**src/rtl/jzjpcc_pkg.sv**
```systemverilog
// jzjpcc_pkg
//   Definitions shared by the jzjpcc pipeline stages (fetch, decode, control).
//   - NOP_INSTR / NOP_WORD : canonical RV32I NOP (addi x0,x0,0); the stages carry
//     instructions as bits [31:2] only, because RV32I encodings always end in 2'b11.
//   - instr_word_t         : an instruction with its constant low bits dropped.
//   - pc_width()           : width of a word PC whose MSB index is pc_max_b (PC is [pc_max_b:2]).
package jzjpcc_pkg;

  localparam logic [31:0] NOP_INSTR = 32'h00000013;
  localparam logic [29:0] NOP_WORD  = NOP_INSTR[31:2];

  typedef logic [29:0] instr_word_t;

  function automatic int pc_width(input int pc_max_b);
    return pc_max_b - 1;
  endfunction

endpackage

```
**src/rtl/jzjpcc_fetch_holdbuf.sv**
```systemverilog
// jzjpcc_fetch_holdbuf
//   Keeps the instruction shown to decode stable while fetch is stalled. The
//   memory read data moves on to the word at the held PC during a stall, so the
//   word on display is captured on the first stalled edge and replayed until
//   the stall is released.
// Ports
//   clock        in   rising-edge clock
//   reset        in   synchronous, active-low reset
//   hold         in   fetch is stalled this cycle (a redirect already removed)
//   bubble       in   decode must see a NOP
//   mem_word     in   instruction memory read data, bits [31:2]
//   instruction  out  instruction presented to decode, bits [31:2]
module jzjpcc_fetch_holdbuf
  import jzjpcc_pkg::*;
(
  input  logic        clock,
  input  logic        reset,
  input  logic        hold,
  input  logic        bubble,
  input  instr_word_t mem_word,
  output instr_word_t instruction
);

  instr_word_t hold_q;
  logic        hold_v;

  always_ff @(posedge clock) begin
    if (!reset) begin
      hold_q <= '0;
      hold_v <= 1'b0;
    end else if (hold) begin
      // Capture only once; later stalled cycles would grab the next word.
      if (!hold_v) begin
        hold_q <= mem_word;
        hold_v <= 1'b1;
      end
    end else begin
      hold_v <= 1'b0;
    end
  end

  assign instruction = bubble ? NOP_WORD : (hold_v ? hold_q : mem_word);

endmodule

```
**src/rtl/jzjpcc_fetch.sv**
```systemverilog
// jzjpcc_fetch
//   Fetch stage of the jzjpcc pipeline, directly upstream of decode. Owns the
//   PC, addresses a synchronous (1-cycle latency) instruction memory and
//   presents {instruction_decode, currentPC_decode} to decode. Handles
//   redirects, stalls and bubble insertion.
// Parameters
//   PC_MAX_B  MSB index of the word PC; PCs are [PC_MAX_B:2]
//   RESET_PC  byte address fetched first after reset (bits [1:0] ignored)
// Ports
//   clock                 in   rising-edge clock
//   reset                 in   synchronous, active-low reset
//   instAddr              out  word address to instruction memory (= pc)
//   instMemData           in   memory read data, valid one cycle after instAddr
//   instruction_decode    out  instruction [31:2] to decode
//   currentPC_decode      out  PC of instruction_decode
//   pcCTWriteEnable       in   redirect: next fetch PC is controlTransferNewPC
//   controlTransferNewPC  in   redirect target
//   stall_fetch           in   hold PC and decode outputs this cycle
//   flush_decode          in   show a NOP to decode after the next edge
//   perfFetched           out  (JZJPCC_FETCH_PERF_COUNTERS_EN) real instructions loaded
//   perfBubbles           out  (JZJPCC_FETCH_PERF_COUNTERS_EN) bubbles loaded
// Configuration
//   JZJPCC_FETCH_PERF_COUNTERS_EN : adds the two free-running 32-bit counters.
module jzjpcc_fetch
  import jzjpcc_pkg::*;
#(
  parameter int          PC_MAX_B = 15,
  parameter logic [31:0] RESET_PC = 32'h0
) (
  input  logic                 clock,
  input  logic                 reset,
  output logic [PC_MAX_B-2:0]  instAddr,
  input  logic [31:0]          instMemData,
  output logic [29:0]          instruction_decode,
  output logic [PC_MAX_B-2:0]  currentPC_decode,
  input  logic                 pcCTWriteEnable,
  input  logic [PC_MAX_B-2:0]  controlTransferNewPC,
  input  logic                 stall_fetch,
  input  logic                 flush_decode
`ifdef JZJPCC_FETCH_PERF_COUNTERS_EN
  ,
  output logic [31:0]          perfFetched,
  output logic [31:0]          perfBubbles
`endif
);

  localparam int PCW = pc_width(PC_MAX_B);
  localparam logic [PCW-1:0] RESET_WORD = RESET_PC[PC_MAX_B:2];

  logic [PCW-1:0] pc;
  logic [PCW-1:0] pc_next;
  logic           bubble;
  logic           bubble_next;
  logic           stalled;
  logic           mem_low_unused;

  // A redirect overrides a stall: the wrong-path word is dropped via the bubble.
  assign stalled = stall_fetch & ~pcCTWriteEnable;

  // Low two bits of an RV32I encoding are always 2'b11 and carry no information.
  assign mem_low_unused = ^instMemData[1:0];

  always_comb begin
    pc_next     = pc + PCW'(1);
    bubble_next = pcCTWriteEnable | flush_decode | (stalled & bubble);
    if (pcCTWriteEnable) begin
      pc_next = controlTransferNewPC;
    end else if (stalled) begin
      pc_next = pc;
    end
  end

  always_ff @(posedge clock) begin
    if (!reset) begin
      pc               <= RESET_WORD;
      currentPC_decode <= RESET_WORD;
      bubble           <= 1'b1;
    end else begin
      pc     <= pc_next;
      bubble <= bubble_next;
      if (!stalled) begin
        currentPC_decode <= pc;
      end
    end
  end

  assign instAddr = pc;

  jzjpcc_fetch_holdbuf u_holdbuf (
    .clock       (clock),
    .reset       (reset),
    .hold        (stalled),
    .bubble      (bubble),
    .mem_word    (instMemData[31:2]),
    .instruction (instruction_decode)
  );

`ifdef JZJPCC_FETCH_PERF_COUNTERS_EN
  always_ff @(posedge clock) begin
    if (!reset) begin
      perfFetched <= '0;
      perfBubbles <= '0;
    end else begin
      if (!stalled && !bubble_next) begin
        perfFetched <= perfFetched + 32'd1;
      end
      if (bubble_next) begin
        perfBubbles <= perfBubbles + 32'd1;
      end
    end
  end
`endif

endmodule

```
**config.mk**
```make
export PLATFORM = sky130hd
export DESIGN_NAME = jzjpcc_fetch
export DESIGN_NICKNAME = d
export VERILOG_FILES = /design/src/rtl/jzjpcc_pkg.sv /design/src/rtl/jzjpcc_fetch_holdbuf.sv /design/src/rtl/jzjpcc_fetch.sv
export SDC_FILE = /design/constraint.sdc
export NUM_CORES = 1
export LEC_CHECK = 0
export CAP_MARGIN = 10
export CORE_ASPECT_RATIO = 0.75
export CORE_MARGIN = 4
export CORE_UTILIZATION = 35
export CTS_CLUSTER_DIAMETER = 80
export DETAILED_ROUTE_END_ITERATION = 16
export HOLD_SLACK_MARGIN = 0.02
export PLACE_DENSITY = 0.66
export SLEW_MARGIN = 30
export SYNTH_ARGS = -nofsm -noshare
export SYNTH_HDL_FRONTEND = slang
export SYNTH_SLANG_ARGS = --single-unit
```
**constraint.sdc**
```tcl
create_clock -name clock -period 2.69 [get_ports clock]
set_input_delay 0.6725 -clock clock [delete_from_list [all_inputs] [get_ports clock]]
set_output_delay 0.6725 -clock clock [all_outputs]
set_load 0.01 [all_outputs]
```
==> metrics.md, run 1 <==
| Metric | Value |
|---|---|
| RSZ-0062 raised after global routing | false |
| Clock buffer count from CTS | 9 |
| Die Y | between 80 and 90 um |
| Synth top cells by count | 97 x nand2_1, 60 x dfxtp_1, 40 x a21boi_0 |
| Worst skew pair latency | approximately 0.33 ns |
| Setup TNS | 0 ns |
| Largest area contributor in the netlist | dfxtp_1 |
| Fmax | 384 MHz |
| Most common cell in the synthesized netlist | nand2_1 |
| Mapped Area | 2880 um2 |
| Min-Delay Startpoint | u_holdbuf.hold_q[7]$_SDFFE_PN0N_ |
| Core ar. | approximately 8000 um2 |
| Initial antenna violation count | 0 |
| Fin. max-slew vios | 0 |
| Psw | 0.000527 W |
| Design Power | 0.00231 W |
| Leakage | 1.53 nW |
| Net count, final | 512 |
| Clock share of power | 43.8% |
| CP cell instances | clkdlybuf4s50_1 -> nor2b_1 -> a211o_1 -> clkdlybuf4s50_1 |
| Top-area cell type share of the netlist area | 41.8% |
| Final core utilization | between 50% and 60% |
| Clk sinks | 60 |
| Synthesized area per cell | 8.06 um2 |
| Top cell by count, worst path | clkdlybuf4s50_1 |
| Max Cap Viol | 0 |
| Hold endpoint | u_holdbuf.hold_q[7]$_SDFFE_PN0N_ |
| Via count of the first global-routing pass | roughly 2600 |
| Int Power | 0.00179 W |
| Status | complete, no violations |
| Via density | 4.75 |
| Vias | ~2700 |
| Final Hold Viols | 0 |
| DRC Markers | 0 |
| Top cells by area in the synthesized netlist | dfxtp_1 42%, nand2_1 13%, a21boi_0 10% |
| Slowest stage delay, CP | 0.47 ns |
| Ys Warns | 0 |
| Die W | 113 um |
| DP HPWL | 5500 um |
| H-Tree Depth | 3 |
| Clock slew at reported path FFs | around 0.060 ns |
| Setup crit end kind | output pin |
| Syn_nets | 409 |
| RR Startpoint | instAddr[1]$_SDFFE_PN0P_ |
| Hold Path Depth | 2 |
| Row cnt | 28 |
| Crit start category | input pin |
| Top Ports | 109 |
| Root Buffer | clkbuf_8 |
| R2r worst-path depth | 5 |
| Final ANT Viol Nets | 0 |
| CTS tree | yes |
| Sequential-to-total area share from yosys stat | between 40% and 50% |
| First-pass GRT wire length | approximately 13000 um |
| Main synth FF type | dfxtp_1 |
| Post-synth EDFFs | 0 |
| Ant. Diodes | 0 |
| Final WL | 7830 um |
| Final Skew | 0.00603 ns |
| Flop-to-flop setup slack | 1.13 ns |
| Slowest CP cell | clkdlybuf4s50_1 |
| Initial drt markers | 106 |
| Critical path required time | approximately 2 ns |
| GRT Util Overall | between 15 and 20% |
| Max transition margin | ~60% |
| Slew @ Worst Pin | about 0.63 ns |
| Fraction of layout cells with a size suffix above 1 | 6.45% |
| Combinational share of power | 14.0% |
| Global placer's final weighted congestion | 0.786 |
| Hold_buf cts | 0 |
| Seq cells post-synth | 60 |
| Sw Ratio | 22.8% |
| Reg2reg end | instAddr[12]$_SDFFE_PN0P_ |
| Hold Crit Class | reg -> reg |
| Hold_ws | 0.454 ns |
| Min Tclk post-route | 2.61 ns |
| PwrDens | 538 nW/um2 |
| Ys async rst share | 0% |
| Reg power frac | 42.2% |
| Syn Inst Count | 357 |
| CP Class | in -> out |
| Total gr overflow | 0 |
| CTS resizes | 0 |
| Area grow syn2layout | 49.4% |
| Post-synthesis cell type count | 26 |
| DRT Pass-1 Iters | 4 |
| CP Max Fanout | 2 |
| Number of port buffers | about 110 |
| Routed len/inst | approximately 14 um |
| Worst EP arrival | ~1.9 ns |
| Clk buf depth | 2 |
| Fin crit share | a little over nine tenths |
| Die area | 9750 um2 |
| Largest net degree at the start of global routing | 61 |
| Initial core utilization | 36.2% |
| VDD IR-drop max | between 0.2 and 0.3 mV |
| Post-CTS Setup Inserts | 0 |
| Final setup vio count | 0 |
[how the worst max path moves through the flow]
| stage | start | slack (ns) | cells after the start | to |
|---|---|---|---|---|
| finish | instMemData[4] | 0.08 | 4 | instruction_decode[2] |
| global route | instMemData[29] | 0.0008 | 4 | instruction_decode[27] |
| CTS | instMemData[29] | 0.08 | 4 | instruction_decode[27] |
| detailed placement | instMemData[29] | 0.09 | 4 | instruction_decode[27] |
| global placement | instMemData[5] | 0.09 | 4 | instruction_decode[3] |
| floorplan | instMemData[4] | 0.98 | 2 | instruction_decode[2] |
[cell type report]
type                       count  area [um2]
inverter                       4        15.0
sequential                    60        1200
clock inverter                 4        95.1
clock buffer                  12         155
timing repair buffer         117        1140
multi-input combinational    268        1550
tap                          105         131
fill                         770        3660
[metrics by stage]
stage / instance area [um2] / cells / setup WS, ns
after global routing: 4300 / 570 / 0.000790
after CTS: 4300 / 570 / 0.0800
after global placement: 4050 / 554 / 0.0916
after floorplan: 2880 / 357 / 0.979
after detailed placement: 4050 / 554 / 0.0852
final: 4300 / 570 / 0.0845
[per-layer routing]
metal | share of wire, % | global-route usage (%) | wire length (um)
met1 | 49 | 21.9 | 3820
met2 | 46 | 25.8 | 3570
met3 | 5.2 | 4.88 | 405
met4 | 0.51 | 5.02 | 40
met5 | 0 | 0 | 0
[layout by cell type, fill, tap and decap left out, types with 2 or more instances in the layout]
master | Yosys | routed
nor3_1 | 3 | 3
a21boi_0 | 40 | 40
a21oi_1 | 9 | 9
mux2i_1 | 30 | 30
nand2b_1 | 2 | 2
nor2b_1 | 2 | 2
and2_1 | 6 | 6
nor2_1 | 32 | 31
nand2_1 | 97 | 97
inv_1 | 4 | 4
xor2_1 | 3 | 3
xnor2_1 | 10 | 10
nor4_1 | 5 | 5
clkbuf_8 | 0 | 11
a21boi_1 | 4 | 4
nand4b_1 | 2 | 2
dfxtp_2 | 0 | 2
dfxtp_1 | 60 | 58
nand4_1 | 2 | 2
bufinv_16 | 0 | 3
o21ai_0 | 14 | 14
clkdlybuf4s50_1 | 0 | 106
nand3_1 | 3 | 3
buf_4 | 0 | 11
[power by group through the flow]
stage,clock (W),combinational (W),sequential [W]
detailed placement,0,0.000327,0.000996
global placement,0,0.000323,0.000994
finish,0.00101,0.000324,0.000976
CTS,0.00104,0.000329,0.000976
global route,0.00109,0.000356,0.000983
floorplan,0,0.000144,0.000996
[cell families after synthesis]
| group | after synthesis | share of synthesized area (%) |
|---|---|---|
| compound gates | 68 | 15.8 |
| mux | 30 | 10.4 |
| fa+ha+maj | 1 | 0.435 |
| simple gates | 156 | 23.3 |
| buf+inv | 29 | 4.35 |
| flops | 60 | 41.8 |
| xor+xnor | 13 | 3.96 |
[worst max-delay path: cells and delay by family]
| kind | cells | cell delay (ns) |
|---|---|---|
| buffers and inverters | 2 | 0.89 |
| AO/OA/AOI/OAI | 1 | 0.23 |
| AND/OR/NAND/NOR | 1 | 0.14 |
[registers in the layout (all words and copies together) (netlist names)]
signal            cells
u_holdbuf.hold_q     30
bubble                1
u_holdbuf.hold_v      1
currentPC_decode     14
instAddr             14
Note: power is estimated with default switching activity, not from simulation.
==> inputs of run 2 (changes only) <==
--- a/config.mk
+++ b/config.mk
@@ -6,13 +6,15 @@
 export NUM_CORES = 1
 export LEC_CHECK = 0
 export CAP_MARGIN = 10
+export CELL_PAD_IN_SITES_DETAIL_PLACEMENT = 1
+export CELL_PAD_IN_SITES_GLOBAL_PLACEMENT = 1
 export CORE_ASPECT_RATIO = 0.75
 export CORE_MARGIN = 4
-export CORE_UTILIZATION = 35
+export CORE_UTILIZATION = 34
 export CTS_CLUSTER_DIAMETER = 80
 export DETAILED_ROUTE_END_ITERATION = 16
 export HOLD_SLACK_MARGIN = 0.02
-export PLACE_DENSITY = 0.66
+export PLACE_DENSITY_LB_ADDON = 0.1
 export SLEW_MARGIN = 30
 export SYNTH_ARGS = -nofsm -noshare
 export SYNTH_HDL_FRONTEND = slang
==> run 2 against run 1 <==
Sequential cell count did not move. Largest power group unchanged. Clock power grew 4%. Worst hold slack gained 0.0014 ns. Sequential share of layout area is 0.38 points lower. Highest routed layer unchanged. Core utilization barely moved. Clock-buffer cell count grew 1. Register-to-register slack got worse by 0.08 ns. Combinational power is 4% higher. Global-route usage up 2.5 points. Total power is 2.4% higher. Sequential power rose by 0.4%. Critical path depth did not move.
==> metrics.md, run 2 (synthesis gave the netlist of run 1 again) <==
| Metric | Value |
|---|---|
| Max transition margin | 56.8% |
| Max Cap Viol | 0 |
| Number of port buffers | 106 |
| Design Power | 0.00237 W |
| Status | complete, no violations |
| Slew @ Worst Pin | 0.648 ns |
| Int Power | 0.00179 W |
| Clk buf depth | 2 |
| Top Ports | ~110 |
| Max reg flops | 30 |
| Routed len/inst | 16.0 um |
| Initial drt markers | 111 |
| Fmax | about 380 MHz |
| Initial antenna violation count | 0 |
| Commonest cells after routing, fill and taps aside | 105 x clkdlybuf4s50_1, 97 x nand2_1, 59 x dfxtp_1, 40 x a21boi_0, 31 x nor2_1 |
| DRC Markers | 0 |
| Commonest non-fill, non-tap cell in the layout | clkdlybuf4s50_1 |
| Fin crit share | 97.5% |
| Psw | 0.000577 W |
| Fin. max-slew vios | 0 |
| Hold_ws | 0.456 ns |
| Die Y | 87.7 um |
| GRT Util Overall | between 10% and 20% |
| Final ANT Viol Nets | 0 |
| Combinational share of power | 14.2% |
| DP HPWL | 6440 um |
| CTS tree | yes |
| Final Skew | 0.00344 ns |
| Crit start category | input pin |
| Net count, final | 512 |
| Clk sinks | 60 |
| Via count of the first global-routing pass | approximately 3000 |
| R2r worst-path depth | 5 |
| Hold Crit Class | reg -> reg |
| Final setup vio count | 0 |
| Row cnt | 28 |
| Min Tclk post-route | 2.62 ns |
| H-Tree Depth | 3 |
| CP Class | in -> out |
| Ant. Diodes | 0 |
| Vias | about 2800 |
| Worst skew pair latency | 0.32 ns |
| Setup crit end kind | output pin |
| Hold Path Depth | 2 |
| Core ar. | 8060 um2 |
| Clock slew at reported path FFs | 0.05 ns |
| Global placer's final weighted congestion | just under 0.8 |
| Root Buffer | clkbuf_16 |
| DRT Pass-1 Iters | 4 |
| Leakage | 1.55 nW |
| VDD IR-drop max | 0.257 mV |
| Setup TNS | 0 ns |
| Via density | 4.96 |
| Clock share of power | 44.4% |
| Initial core utilization | around 36% |
| Biggest register | u_holdbuf.hold_q |
| Reg power frac | 41.4% |
| Sw Ratio | about 24% |
| First-pass GRT wire length | roughly 15000 um |
| Clock buffer count from CTS | 9 |
| Die area | 10000 um2 |
| RSZ-0062 raised after global routing | false |
| Final Hold Viols | 0 |
| PwrDens | 544 nW/um2 |
| Critical path required time | 2.02 ns |
| CP Max Fanout | 2 |
| Worst EP arrival | 1.95 ns |
| Fraction of layout cells with a size suffix above 1 | a little over 6% |
| Area grow syn2layout | 51.3% |
| Die W | 114 um |
| Total gr overflow | 0 |
| Filler cell count | slightly below 1000 |
| Final WL | 9100 um |
| Largest net degree at the start of global routing | 41 |
[run 2: cell count changes in the layout (fill, tap and decap cells not counted), sizes merged]
cell / previous run / this run
bufinv: 3 / 0
buf: 11 / 12
clkbuf: 12 / 13
clkdlybuf4s50: 106 / 105
clkinv: 1 / 2
[run 2: per-layer routing]
| metal | global-route usage [%] | wire length (um) | part of all wire (%) | vias to the layer above |
|---|---|---|---|---|
| met4 | 3.99 | 76 | 0.84 | 0 |
| met3 | 6.63 | 552 | 6.1 | 8 |
| met2 | 31.9 | 4220 | 46 | 72 |
| met1 | 23.6 | 4240 | 47 | 1356 |
| met5 | 0 | 0 | 0 | - |
| li1 | - | - | - | 1384 |
[run 2: per-stage QoR]
step	instance area (um2)	setup slack, ns	std cells	utilization [%]
global placement	4080	0.100	554	50.6
CTS	4350	0.0446	569	54.0
detailed placement	4080	0.0567	554	50.6
floorplan	2880	0.979	357	-
global route	4350	0.000776	569	54.0
finish	4350	0.0681	569	54.0
[run 2: area by class of cell]
cell class,instances,area (um2),share of cell area (%)
inverter,4,15.0,0.345
multi-input combinational,268,1550,35.7
timing repair buffer,117,1180,27.1
clock inverter,2,10.0,0.230
sequential,60,1200,27.6
clock buffer,13,260,5.98
tap,105,131,3.02
[run 2: final timing paths]
kind / startpoint / endpoint / slack (ns)
worst min register to register: u_holdbuf.hold_q[7]$_SDFFE_PN0N_ / u_holdbuf.hold_q[7]$_SDFFE_PN0N_ / 0.46
worst min-delay path: u_holdbuf.hold_q[7]$_SDFFE_PN0N_ / u_holdbuf.hold_q[7]$_SDFFE_PN0N_ / 0.46
worst max-delay path: instMemData[4] / instruction_decode[2] / 0.07
worst max register to register: instAddr[0]$_SDFFE_PN0P_ / instAddr[12]$_SDFFE_PN0P_ / 1.05
[run 2: power by group through the flow]
stage          logic, W  registers, W  clock network (W)
2_1_floorplan  0.000144      0.000996                  0
3_3_place_gp   0.000328      0.000995                  0
3_5_place_dp   0.000338      0.000998                  0
4_1_cts        0.000341      0.000980            0.00109
5_1_grt        0.000369      0.000987            0.00113
6_report       0.000336      0.000980            0.00105
[run 2: timing repair]
action | in CTS | in global routing
endpoints found under the setup margin | 0 | 1
buffers inserted | 0 | 0
resized for setup | 0 | 1
endpoints found under the hold margin | 0 | 0
hold buffers | 0 | 0
[run 2: critical path, cell delays in order]
cell,delay [ns]
clkdlybuf4s50_1,0.46
nor2b_1,0.15
a211o_1,0.12
clkdlybuf4s50_1,0.54
